==> config.mk <==
export PLATFORM = sky130hd
export DESIGN_NAME = vx_barrier_table
export DESIGN_NICKNAME = d
export VERILOG_FILES = /design/src/rtl/vx_barrier_table.sv
export SDC_FILE = /design/constraint.sdc
export NUM_CORES = 1
export LEC_CHECK = 0
export CAP_MARGIN = 25
export CORE_ASPECT_RATIO = 1.4
export CORE_UTILIZATION = 48
export CTS_CLUSTER_SIZE = 30
export DETAILED_ROUTE_END_ITERATION = 10
export GPL_TIMING_DRIVEN = 0
export PLACE_DENSITY_LB_ADDON = 0.08
export RECOVER_POWER = 100
export SYNTH_ARGS = -nofsm -noshare
export SYNTH_HDL_FRONTEND = slang
export SYNTH_SLANG_ARGS = --single-unit
==> constraint.sdc <==
create_clock -name clk -period 2.88 [get_ports clk]
set_input_delay 0.288 -clock clk [delete_from_list [all_inputs] [get_ports clk]]
set_output_delay 0.288 -clock clk [all_outputs]
set_load 0.02 [all_outputs]
==> src/rtl/vx_barrier_table.sv <==
// vx_barrier_table
//   Table of NUM_BARRIERS concurrent warp barriers for the warp-control path.
//   Each slot counts arriving warps and holds their bits in an arrival mask.
//   The arrival that completes a barrier loads a one-deep release register,
//   which the scheduler drains with a valid/ready handshake.
//
// Optional feature macro: BAR_PERF_EN
//   defined   : perf_stall_cycles accumulates popcount(stalled_wmask) each cycle
//   undefined : perf_stall_cycles is tied to zero and the counter is not built
//
// Ports
//   clk                clock
//   reset              synchronous reset, active low, sampled at posedge clk
//   bar_valid/ready    arrival handshake (ready = release register can take one)
//   bar_wid            arriving warp id
//   bar_id             barrier slot
//   bar_size_m1        participating warps minus one (value of completing arrival wins)
//   bar_is_noop        accept and discard
//   release_valid/ready release handshake to the scheduler
//   release_id         completed barrier slot
//   release_wmask      warps to resume
//   stalled_wmask      registered OR of all slot arrival masks
//   busy               any slot has arrivals, or a release is pending
//   perf_stall_cycles  warp-cycles spent stalled

// Checker: a warp arriving twice at the same barrier is dropped by the table;
// this flags the event in simulation without stopping the run.
module vx_barrier_table_chk (
  input logic clk,
  input logic reset,
  input logic dup_arrival
);

  // Duplicate arrivals are a software/protocol bug upstream.
  dup_arrival_a: assert property (@(posedge clk) disable iff (!reset) !dup_arrival)
    else $warning("vx_barrier_table: duplicate barrier arrival ignored");

endmodule

module vx_barrier_table #(
  parameter int NUM_WARPS     = 4,
  parameter int NUM_BARRIERS  = 4,
  parameter int PERF_CTR_BITS = 44,
  localparam int NW_W = (NUM_WARPS > 1) ? $clog2(NUM_WARPS) : 1,
  localparam int NB_W = (NUM_BARRIERS > 1) ? $clog2(NUM_BARRIERS) : 1
) (
  input  logic                     clk,
  input  logic                     reset,
  input  logic                     bar_valid,
  output logic                     bar_ready,
  input  logic [NW_W-1:0]          bar_wid,
  input  logic [NB_W-1:0]          bar_id,
  input  logic [NW_W-1:0]          bar_size_m1,
  input  logic                     bar_is_noop,
  output logic                     release_valid,
  input  logic                     release_ready,
  output logic [NB_W-1:0]          release_id,
  output logic [NUM_WARPS-1:0]     release_wmask,
  output logic [NUM_WARPS-1:0]     stalled_wmask,
  output logic                     busy,
  output logic [PERF_CTR_BITS-1:0] perf_stall_cycles
);

  // One-hot decode of a warp id; ids beyond NUM_WARPS decode to zero.
  function automatic logic [NUM_WARPS-1:0] warp_onehot(input logic [NW_W-1:0] wid);
    logic [NUM_WARPS-1:0] oh;
    oh = {NUM_WARPS{1'b0}};
    for (int i = 0; i < NUM_WARPS; i++) begin
      oh[i] = (NW_W'(i) == wid);
    end
    return oh;
  endfunction

  // Per-slot state
  logic [NW_W-1:0]      count_r     [NUM_BARRIERS];
  logic [NUM_WARPS-1:0] wmask_r     [NUM_BARRIERS];
  logic [NW_W-1:0]      count_n_s   [NUM_BARRIERS];
  logic [NUM_WARPS-1:0] wmask_n_s   [NUM_BARRIERS];

  // Release register and registered status outputs
  logic                 rel_valid_r;
  logic                 rel_valid_n_s;
  logic [NB_W-1:0]      rel_id_r;
  logic [NB_W-1:0]      rel_id_n_s;
  logic [NUM_WARPS-1:0] rel_wmask_r;
  logic [NUM_WARPS-1:0] rel_wmask_n_s;
  logic [NUM_WARPS-1:0] stalled_r;
  logic [NUM_WARPS-1:0] stalled_n_s;
  logic                 busy_r;
  logic                 busy_n_s;

  // Request decode
  logic                 fire_s;
  logic                 hit_s;
  logic                 seen_s;
  logic                 dup_s;
  logic                 complete_s;
  logic                 arrive_s;
  logic [NUM_WARPS-1:0] wid_oh_s;
  logic [NW_W-1:0]      sel_count_s;
  logic [NUM_WARPS-1:0] sel_wmask_s;

  // Only combinational path: a release drained this cycle frees the register
  // for a completing arrival in the same cycle.
  assign bar_ready = !rel_valid_r || release_ready;
  assign fire_s    = bar_valid && bar_ready;
  assign wid_oh_s  = warp_onehot(bar_wid);

  // Read the addressed slot; out-of-range ids hit nothing and are discarded.
  always_comb begin
    hit_s       = 1'b0;
    sel_count_s = {NW_W{1'b0}};
    sel_wmask_s = {NUM_WARPS{1'b0}};
    for (int b = 0; b < NUM_BARRIERS; b++) begin
      hit_s       = hit_s | (NB_W'(b) == bar_id);
      sel_count_s = sel_count_s | ({NW_W{NB_W'(b) == bar_id}} & count_r[b]);
      sel_wmask_s = sel_wmask_s | ({NUM_WARPS{NB_W'(b) == bar_id}} & wmask_r[b]);
    end
  end

  // Classify the accepted request; a duplicate wins over completion.
  assign seen_s     = |(sel_wmask_s & wid_oh_s);
  assign dup_s      = fire_s && hit_s && !bar_is_noop && seen_s;
  assign complete_s = fire_s && hit_s && !bar_is_noop && !seen_s && (sel_count_s == bar_size_m1);
  assign arrive_s   = fire_s && hit_s && !bar_is_noop && !seen_s && (sel_count_s != bar_size_m1);

  // Release register next state: drain on handshake, reload on completion.
  always_comb begin
    rel_valid_n_s = rel_valid_r;
    rel_id_n_s    = rel_id_r;
    rel_wmask_n_s = rel_wmask_r;
    if (rel_valid_r && release_ready) begin
      rel_valid_n_s = 1'b0;
      rel_id_n_s    = {NB_W{1'b0}};
      rel_wmask_n_s = {NUM_WARPS{1'b0}};
    end else begin
      rel_valid_n_s = rel_valid_r;
    end
    if (complete_s) begin
      rel_valid_n_s = 1'b1;
      rel_id_n_s    = bar_id;
      rel_wmask_n_s = sel_wmask_s | wid_oh_s;
    end else begin
      rel_id_n_s = rel_id_n_s;
    end
  end

  // Slot next state plus the derived stall mask and busy flag.
  always_comb begin
    stalled_n_s = {NUM_WARPS{1'b0}};
    busy_n_s    = rel_valid_n_s;
    for (int b = 0; b < NUM_BARRIERS; b++) begin
      count_n_s[b] = count_r[b];
      wmask_n_s[b] = wmask_r[b];
      if (complete_s && (NB_W'(b) == bar_id)) begin
        count_n_s[b] = {NW_W{1'b0}};
        wmask_n_s[b] = {NUM_WARPS{1'b0}};
      end else if (arrive_s && (NB_W'(b) == bar_id)) begin
        count_n_s[b] = count_r[b] + NW_W'(1);
        wmask_n_s[b] = wmask_r[b] | wid_oh_s;
      end else begin
        count_n_s[b] = count_r[b];
      end
      stalled_n_s = stalled_n_s | wmask_n_s[b];
      busy_n_s    = busy_n_s | (|count_n_s[b]);
    end
  end

  // State registers with synchronous active-low reset.
  always_ff @(posedge clk) begin
    if (!reset) begin
      for (int b = 0; b < NUM_BARRIERS; b++) begin
        count_r[b] <= {NW_W{1'b0}};
        wmask_r[b] <= {NUM_WARPS{1'b0}};
      end
      rel_valid_r <= 1'b0;
      rel_id_r    <= {NB_W{1'b0}};
      rel_wmask_r <= {NUM_WARPS{1'b0}};
      stalled_r   <= {NUM_WARPS{1'b0}};
      busy_r      <= 1'b0;
    end else begin
      for (int b = 0; b < NUM_BARRIERS; b++) begin
        count_r[b] <= count_n_s[b];
        wmask_r[b] <= wmask_n_s[b];
      end
      rel_valid_r <= rel_valid_n_s;
      rel_id_r    <= rel_id_n_s;
      rel_wmask_r <= rel_wmask_n_s;
      stalled_r   <= stalled_n_s;
      busy_r      <= busy_n_s;
    end
  end

  assign release_valid = rel_valid_r;
  assign release_id    = rel_id_r;
  assign release_wmask = rel_wmask_r;
  assign stalled_wmask = stalled_r;
  assign busy          = busy_r;

`ifdef BAR_PERF_EN
  logic [PERF_CTR_BITS-1:0] perf_r;

  // Number of set bits in a warp mask, widened to the counter width.
  function automatic logic [PERF_CTR_BITS-1:0] popcount(input logic [NUM_WARPS-1:0] m);
    logic [PERF_CTR_BITS-1:0] sum;
    sum = {PERF_CTR_BITS{1'b0}};
    for (int i = 0; i < NUM_WARPS; i++) begin
      sum = sum + {{(PERF_CTR_BITS-1){1'b0}}, m[i]};
    end
    return sum;
  endfunction

  // Stall counter: accumulates stalled warps every cycle, wraps naturally.
  always_ff @(posedge clk) begin
    if (!reset) begin
      perf_r <= {PERF_CTR_BITS{1'b0}};
    end else begin
      perf_r <= perf_r + popcount(stalled_r);
    end
  end

  assign perf_stall_cycles = perf_r;
`else
  assign perf_stall_cycles = {PERF_CTR_BITS{1'b0}};
`endif

  vx_barrier_table_chk u_chk (
    .clk         (clk),
    .reset       (reset),
    .dup_arrival (dup_s)
  );

endmodule

==> flow_summary.ini, run 1 <==
[run_status]
outcome = complete, no violations

[worst_hold_path]
hold_class = in2reg

[grt]
antenna_found_initial = 0
grt_pass1_vias = 1879
grt-ovfl-total = 0
grt_util_met1 = 0.308
grt.total_usage = 0.236
busiest_layer = met2
grt_pass1_wl_um = 9230
globalRouteMet3Util = 0.0377
met2_usage = 0.376
grt_max_degree = 12

[critical_path]
slowest_delay_ps = 540
cpMaxStageDelayCell = clkdlybuf4s50_1
crit_chain = clkdlybuf4s50_1, mux4_2, nand2_1, nand4_1, o21ai_1, o21ai_1, o41a_1
critPathBufInv = 1
cp_max_fo = 10
worstSetupPathType = in2reg
critPathLaunchType = primary input
crit_family = compound AO/OA/AOI/OAI gates
cp.required_ps = 3060
crit_arrival_ps = 2980
crit_top_cell = o21ai_1
crit_path_end_kind = flip-flop
ff2ff_setup_slack_ps = 240

[route]
drc = 0
ant_nets = 0
drt-total-wl_um = 5840
first_iter_violations = 120
vias = 2151
routed_via_density = 5.20
drt-pass1-iter-count = 6
routedWlPerCell_um = 14.1

[synth]
syn_inst = 280
yosysSeqAreaShare = 0.300
syn_area_um2 = 2400
yosys.cell_count.top_type = buf_4
synthDistinctLibCells = 58
syn_area_per_cell_um2 = 8.59
yosys-top-cells-count = buf_4 (46), dfxtp_1 (36), a21oi_1 (33), nor2_1 (33), nand2_1 (14)
yosysTopAreaCell = dfxtp_1
yosys_warnings = 0
ys_ff_latch = 36
synth-edff-count = 0
synth_area_leaders = dfxtp_1 (30%), buf_4 (14%), a21oi_1 (6.9%)
yosysTopAreaCellShare = 0.300
ys.flop_type = dfxtp_1
synthArstFlopShare = 0

[power]
peakVddDrop_mv = 0.303
comb_power_share = 0.218
power_density_nw_per_um2 = 417
leakage_nw = 1.27
swShare = 0.286
clockPowerShare = 0.358
power_switching_mw = 0.350
seqPwrFrac = 0.424
p_int_mw = 0.872

[cts]
clk_pin_slew_worst_paths_ps = 70
cts_sinks = 36
hold_buffers = 0
cts_resized = 0
cts_tree = done
clk_latency_ps = 290
numCtsBuffers = 5
cts.htree.levels = 2
clockRootBuffer = clkbuf_8
postCtsSetupBuffers = 0
cts.path.max_buffers = 2

[timing]
whs_ps = 442
finalHoldViolations = 0
slew_headroom = 0.631
max_freq_ghz = 0.357
clock_skew_ps = 5.70
max_slew.worst_pin.slew_ps = 552
setup_viol = 0
post-route-period-util = 0.972
rsz0062_at_grt = false
drv_slew = 0
finalCriticalPeriod_ps = 2800

[cells_and_area]
insertedDiodeCount = 0
drive_gt1_frac = 0.231
final_cell_area_um2 = 2930
final_net_count = 360
syn_to_final_growth_pct = 21.9

[placed_design]
routabilityCongestion = 0.926
io_buffers = 19
dp_hpwl_um = 4380
dpl-instance-area_um2 = 2840

[die]
die_area_um2 = 5300
chipWidth_um = 61.8
io_pins = 68
rows = 30
die-height_um = 85.8
initial_core_util = 0.497
core_area_um2 = 4840

[flow_run]
max_cap_violations = 0
[state kept, by name (all words and copies together), names as in the netlist]
signal and flops:
wmask_r 16, count_r 8, release_wmask 4, stalled_wmask 4, release_id 2, busy 1
release_valid 1
[power groups by stage]
stage | logic [mW] | registers (mW) | clock network (mW)
after global routing | 0.288 | 0.519 | 0.466
after global placement | 0.267 | 0.529 | 0
after detailed placement | 0.267 | 0.529 | 0
after CTS | 0.268 | 0.518 | 0.449
after floorplan | 0.202 | 0.538 | 0
final | 0.267 | 0.518 | 0.438
[stage by stage]
| stage | worst slack [ps] | power, mW | setup TNS, ps | cells | util |
|---|---|---|---|---|---|
| after floorplan | 685 | 0.740 | 0 | 323 | - |
| after global placement | -174 | 0.796 | -1470 | 406 | 0.586 |
| after detailed placement | -168 | 0.796 | -1340 | 406 | 0.586 |
| after CTS | 138 | 1.23 | 0 | 414 | 0.608 |
| after global routing | 28.5 | 1.27 | 0 | 414 | 0.605 |
| final | 81.3 | 1.22 | 0 | 414 | 0.605 |
[logic make-up after synthesis]
| family | after synthesis | share of synthesized area |
|---|---|---|
| buffers and inverters | 63 | 0.177 |
| other | 1 | 0.00156 |
| flip-flops | 36 | 0.300 |
| AND/OR/NAND/NOR | 92 | 0.211 |
| XOR/XNOR | 2 | 0.0135 |
| multiplexers | 11 | 0.0848 |
| AO/OA/AOI/OAI | 75 | 0.212 |
[worst register-to-register path: stages (launching register included)]
cell and delay, ps:
dfxtp_1 360, mux4_2 510, a22oi_4 320, nand4_1 500, o21ai_1 300, o21ai_1 120
o41a_1 420
[area by class of cell]
| type | count | area (um2) |
|---|---|---|
| Buffer | 59 | 412 |
| Inverter | 4 | 15.0 |
| Clock buffer | 6 | 72.6 |
| Clock inverter | 2 | 35.0 |
| Tap cell | 64 | 80.1 |
| Fill cell | 460 | 1910 |
| Multi-Input combinational cell | 224 | 1410 |
| Sequential cell | 36 | 721 |
| Timing Repair Buffer | 19 | 190 |
[routing by layer]
metal	vias up	share of wire
li1	1061	-
met1	970	0.41
met2	108	0.49
met3	12	0.074
met4	0	0.025
met5	-	0
[cells in the final DEF (no fill, tap or decap), types with 3 or more instances in the layout]
| cell | Yosys | layout |
|---|---|---|
| clkbuf_8 | 0 | 5 |
| nand3b_1 | 6 | 6 |
| and2_1 | 5 | 5 |
| a211oi_1 | 3 | 3 |
| inv_1 | 4 | 4 |
| nor2_1 | 33 | 33 |
| o32ai_1 | 3 | 3 |
| o21ai_0 | 2 | 3 |
| clkbuf_1 | 8 | 9 |
| a211oi_2 | 3 | 3 |
| nand4_1 | 2 | 3 |
| nand2_1 | 14 | 14 |
| a21oi_1 | 33 | 33 |
| clkdlybuf4s50_1 | 0 | 6 |
| mux4_2 | 7 | 7 |
| conb_1 | 1 | 44 |
| buf_4 | 46 | 46 |
| nor3_1 | 5 | 5 |
| o21ai_1 | 11 | 10 |
| dlygate4sd3_1 | 0 | 13 |
| dfxtp_1 | 36 | 36 |
| nor2b_1 | 3 | 3 |
[worst paths after layout]
path	to	from	cells after the start
hold reg to reg	release_id[1]	release_id[1]	2
setup reg to reg	busy	wmask_r[1][3]	6
setup / recovery	busy	bar_id[0]	7
hold / removal	busy	reset	2
No activity file was read; power rests on OpenSTA's default activity.
==> inputs of run 2 (changes only) <==
--- a/config.mk
+++ b/config.mk
@@ -13,6 +13,7 @@
 export GPL_TIMING_DRIVEN = 0
 export PLACE_DENSITY_LB_ADDON = 0.08
 export RECOVER_POWER = 100
+export SETUP_SLACK_MARGIN = 0.2
 export SYNTH_ARGS = -nofsm -noshare
 export SYNTH_HDL_FRONTEND = slang
 export SYNTH_SLANG_ARGS = --single-unit
==> flow_summary.ini, run 2 (synthesized netlist as in run 1, its figures left out) <==
[cts]
cts_tree = done
cts.path.max_buffers = 2
cts.htree.levels = 2
numCtsBuffers = 5
postCtsSetupBuffers = 0
hold_buffers = 0
clockRootBuffer = clkbuf_8
clk_latency_ps = 290
cts_sinks = 36
clk_pin_slew_worst_paths_ps = 70

[grt]
grt.total_usage = 0.236
antenna_found_initial = 0
grt-ovfl-total = 0
grt_max_degree = 12
grt_pass1_vias = 1879
grt_pass1_wl_um = 9230

[critical_path]
crit_path_end_kind = flip-flop
crit_arrival_ps = 2880
rr_startpoint = wmask_r[1][3]
worstSetupPathType = in2reg
cp_max_fo = 10
rr_worst_depth = 7
critPathLaunchType = primary input
ff2ff_setup_slack_ps = 430
cp.required_ps = 3060
r2r_end = release_wmask[1]

[route]
drt-total-wl_um = 5870
ant_nets = 0
first_iter_violations = 90
drt-pass1-iter-count = 5
routed_via_density = 5.23
vias = 2164
drc = 0
routedWlPerCell_um = 14.2

[placed_design]
io_buffers = 19
dpl-instance-area_um2 = 2840
dp_hpwl_um = 4380
routabilityCongestion = 0.926
place_ws_ps = -168

[die]
core_area_um2 = 4840
io_pins = 68
chipWidth_um = 61.8
initial_core_util = 0.497
die-height_um = 85.8
rows = 30
die_area_um2 = 5300

[timing]
setup-tns-final_ps = 0
clock_skew_ps = 4.90
slew_headroom = 0.636
post-route-period-util = 0.937
max_slew.worst_pin.slew_ps = 546
max_freq_ghz = 0.371
drv_slew = 0
finalCriticalPeriod_ps = 2700
finalHoldViolations = 0
layout_setup_ws_ps = 182
setup_viol = 0
rsz0062_at_grt = false

[cells_and_area]
final_cell_mix = buf_4 (45), conb_1 (44), dfxtp_1 (36)
reg_top3 = wmask_r (16), count_r (8)
fill_cells = 456
syn_to_final_growth_pct = 23.9
layout_commonest_cell = buf_4
final_cell_area_um2 = 2980
drive_gt1_frac = 0.237
largest-register = wmask_r
insertedDiodeCount = 0
multiInputGateArea_um2 = 1450
seq_area_um2 = 721
largest_register_ffs = 16
final_net_count = 360

[worst_hold_path]
min_to = busy
min_from = reset
hold_class = in2reg
worstHoldPathCells = 2

[flow_run]
max_cap_violations = 0

[power]
peakVddDrop_mv = 0.303
power_density_nw_per_um2 = 412
total_power_mw = 1.23
leakage_nw = 1.28

[run_status]
outcome = complete, no violations
==> run 2: layout make-up <==
cell class | instances | share of cell area
inverters | 4 | 0.00504
repair buffers | 19 | 0.0638
plain buffers | 59 | 0.139
well taps | 64 | 0.0269
clock buffers | 6 | 0.0243
multi-input cells | 224 | 0.487
flip-flops and latches | 36 | 0.242
clock inverters | 2 | 0.0118
==> run 2: how the worst max path moves through the flow <==
stage,startpoint,endpoint,slack (ps),depth (start not counted)
floorplan,bar_id[1],busy,680,7
global placement,bar_id[0],busy,-170,8
detailed placement,bar_id[0],busy,-170,8
CTS,bar_id[0],busy,210,8
global route,bar_id[0],busy,120,8
finish,bar_id[0],busy,180,8
==> run 2: through the flow <==
| stage | utilization | hold slack (ps) | cells |
|---|---|---|---|
| global placement | 0.586 | 475 | 406 |
| global route | 0.616 | 459 | 414 |
| CTS | 0.608 | 434 | 414 |
| floorplan | - | 460 | 323 |
| finish | 0.616 | 433 | 414 |
| detailed placement | 0.586 | 477 | 406 |
==> run 2: power by group <==
group	leakage (nW)	internal, mW	switching, mW
logic	0.931	0.109	0.165
clock network	0.0552	0.257	0.180
registers	0.291	0.510	0.00758
total	1.28	0.876	0.353
==> run 2: critical path, stage by stage <==
cell,delay [ps]
clkdlybuf4s50_1,560
buf_6,210
mux4_2,580
xnor2_4,180
nand2_4,120
clkbuf_1,420
a2bb2oi_1,130
o41a_1,390
==> run 2: layer usage <==
metal  vias to the layer above  track usage  routed length (um)  part of all wire
met5                         -            0                   0                 0
met4                         0       0.0990                 147             0.025
met3                        12       0.0377                 394             0.067
met2                       110        0.376                2890              0.49
met1                       976        0.308                2440              0.42
li1                       1066            -                   -                 -
==> run 2: repair_timing <==
| action | in CTS | in global routing |
|---|---|---|
| endpoints found under the hold margin | 0 | 0 |
| resized for setup | 1 | 6 |
| endpoints found under the setup margin | 5 | 23 |
| pin swaps | 0 | 0 |
==> inputs of run 3 (changes only) <==
--- a/config.mk
+++ b/config.mk
@@ -12,7 +12,7 @@
 export DETAILED_ROUTE_END_ITERATION = 10
 export GPL_TIMING_DRIVEN = 0
 export PLACE_DENSITY_LB_ADDON = 0.08
-export RECOVER_POWER = 100
+export RECOVER_POWER = 25
 export SETUP_SLACK_MARGIN = 0.2
 export SYNTH_ARGS = -nofsm -noshare
 export SYNTH_HDL_FRONTEND = slang
==> flow_summary.ini, run 3 (synthesized netlist as in run 1, its figures left out) <==
[run_status]
outcome = complete, no violations

[critical_path]
crit_family = buffers and inverters
slowest_delay_ps = 580
rr_startpoint = wmask_r[1][3]
crit_arrival_ps = 2750
cp_max_fo = 10
crit_chain = clkdlybuf4s50_1, buf_6, mux4_2, xnor2_4, nand2_4, a311oi_1, o2111ai_1, o41a_1
critPathLaunchType = primary input
cpMaxStageDelayCell = mux4_2
crit_path_end_kind = flip-flop
r2r_end = stalled_wmask[1]
critPathBufInv = 2
ff2ff_setup_slack_ps = 490
worstSetupPathType = in2reg
cp.required_ps = 3060
rr_worst_depth = 7

[cells_and_area]
final_util = 0.617
layout_commonest_cell = buf_4
stdcell_count = 414
syn_to_final_growth_pct = 24.2
largest-register = wmask_r
drive_gt1_frac = 0.240
largest_register_ffs = 16
insertedDiodeCount = 0
final_cell_mix = buf_4 (45), conb_1 (44), dfxtp_1 (36)
reg_top3 = wmask_r (16), count_r (8)
final_net_count = 360

[route]
routed_via_density = 5.19
wl_met1_um = 2490
vias = 2150
drt-total-wl_um = 5890
routedWlPerCell_um = 14.2
drt-pass1-iter-count = 4
wl_met2_um = 2910
wl_met3_um = 341
drc = 0
ant_nets = 0
first_iter_violations = 93
top_layer_used = met4

[cts]
clk_pin_slew_worst_paths_ps = 70
clk_latency_ps = 290
cts_sinks = 36
cts.path.max_buffers = 2
numCtsBuffers = 5
clockRootBuffer = clkbuf_8
cts.htree.levels = 2
hold_buffers = 0
cts_tree = done

[placed_design]
dp_hpwl_um = 4380
io_buffers = 19
placed_cells = 406
routabilityCongestion = 0.926

[die]
chipWidth_um = 61.8
rows = 30
initial_core_util = 0.497
core_area_um2 = 4840
die-height_um = 85.8
die_area_um2 = 5300
io_pins = 68

[timing]
max_slew.worst_pin.slew_ps = 549
setup-tns-final_ps = 0
setup_viol = 0
drv_slew = 0
finalHoldViolations = 0
clock_skew_ps = 5.98
rsz0062_at_grt = false
slew_headroom = 0.634
whs_ps = 436
post-route-period-util = 0.893
finalCriticalPeriod_ps = 2570
max_freq_ghz = 0.389

[grt]
grt_max_degree = 12
grt_pass1_vias = 1879
antenna_found_initial = 0
grt.total_usage = 0.236
grt_pass1_wl_um = 9230
grt-ovfl-total = 0

[flow_run]
max_cap_violations = 0

[power]
power_switching_mw = 0.355
p_int_mw = 0.876
seqPwrFrac = 0.420
leakage_nw = 1.29
comb_power_share = 0.224
power_density_nw_per_um2 = 412
clockPowerShare = 0.356
peakVddDrop_mv = 0.303
swShare = 0.288

[worst_hold_path]
min_from = reset
min_to = busy
hold_class = in2reg
worstHoldPathCells = 2
-- run 3: cell types whose count changed in the layout (fill, tap and decap cells not counted) --
cell | before | now
clkbuf_1 | 9 | 8
clkbuf_2 | 0 | 1
clkdlybuf4s50_1 | 6 | 7
dlygate4sd3_1 | 13 | 12
nor3_2 | 1 | 0
nor3_4 | 0 | 1
o21ai_0 | 3 | 2
o21ai_1 | 10 | 11
-- run 3: power by group through the flow --
| stage | Sequential (mW) | Clock [mW] | Combinational [mW] |
|---|---|---|---|
| 2_1_floorplan | 0.538 | 0 | 0.202 |
| 3_3_place_gp | 0.529 | 0 | 0.267 |
| 3_5_place_dp | 0.529 | 0 | 0.267 |
| 4_1_cts | 0.518 | 0.449 | 0.268 |
| 5_1_grt | 0.519 | 0.466 | 0.297 |
| 6_report | 0.518 | 0.438 | 0.275 |
-- run 3: worst max path at each step --
stage               from  endpoint  slack (ps)  depth (start not counted)
2_1_floorplan  bar_id[1]      busy         680                          7
3_3_place_gp   bar_id[0]      busy        -170                          8
3_5_place_dp   bar_id[0]      busy        -170                          8
4_1_cts        bar_id[0]      busy         210                          8
5_1_grt        bar_id[0]      busy         200                          8
6_report       bar_id[0]      busy         310                          8
-- run 3: cell type report --
class                      instances  area, um2
multi-input combinational        224       1460
tap                               64       80.1
sequential                        36        721
clock inverter                     2       35.0
fill                             453       1850
inverter                           4       15.0
timing repair buffer              19        190
clock buffer                       6       72.6
buffer                            59        417
-- run 3: worst register-to-register path, cell delays in order, from the launching register on --
cell,delay [ps]
dfxtp_1,360
mux4_2,510
a22oi_4,340
and3_1,210
buf_4,150
nand3_2,140
a222oi_1,410
a31oi_1,140
-- run 3: metrics by stage --
step           area, um2  setup slack [ps]  power (mW)
5_1_grt             2990               200        1.28
3_3_place_gp        2840              -174       0.796
4_1_cts             2950               208        1.23
2_1_floorplan       2570               685       0.740
3_5_place_dp        2840              -168       0.796
6_report            2990               307        1.23
-- run 3: metal layers --
layer / vias to the layer above / track usage
li1: 1062 / -
met1: 978 / 0.308
met2: 98 / 0.376
met3: 12 / 0.0377
met4: 0 / 0.0990
met5: - / 0
-- run 3: repair_timing --
item	4_1_cts	5_1_grt
buffers inserted	0	0
gates resized for setup	1	6
setup endpoints to repair	5	23
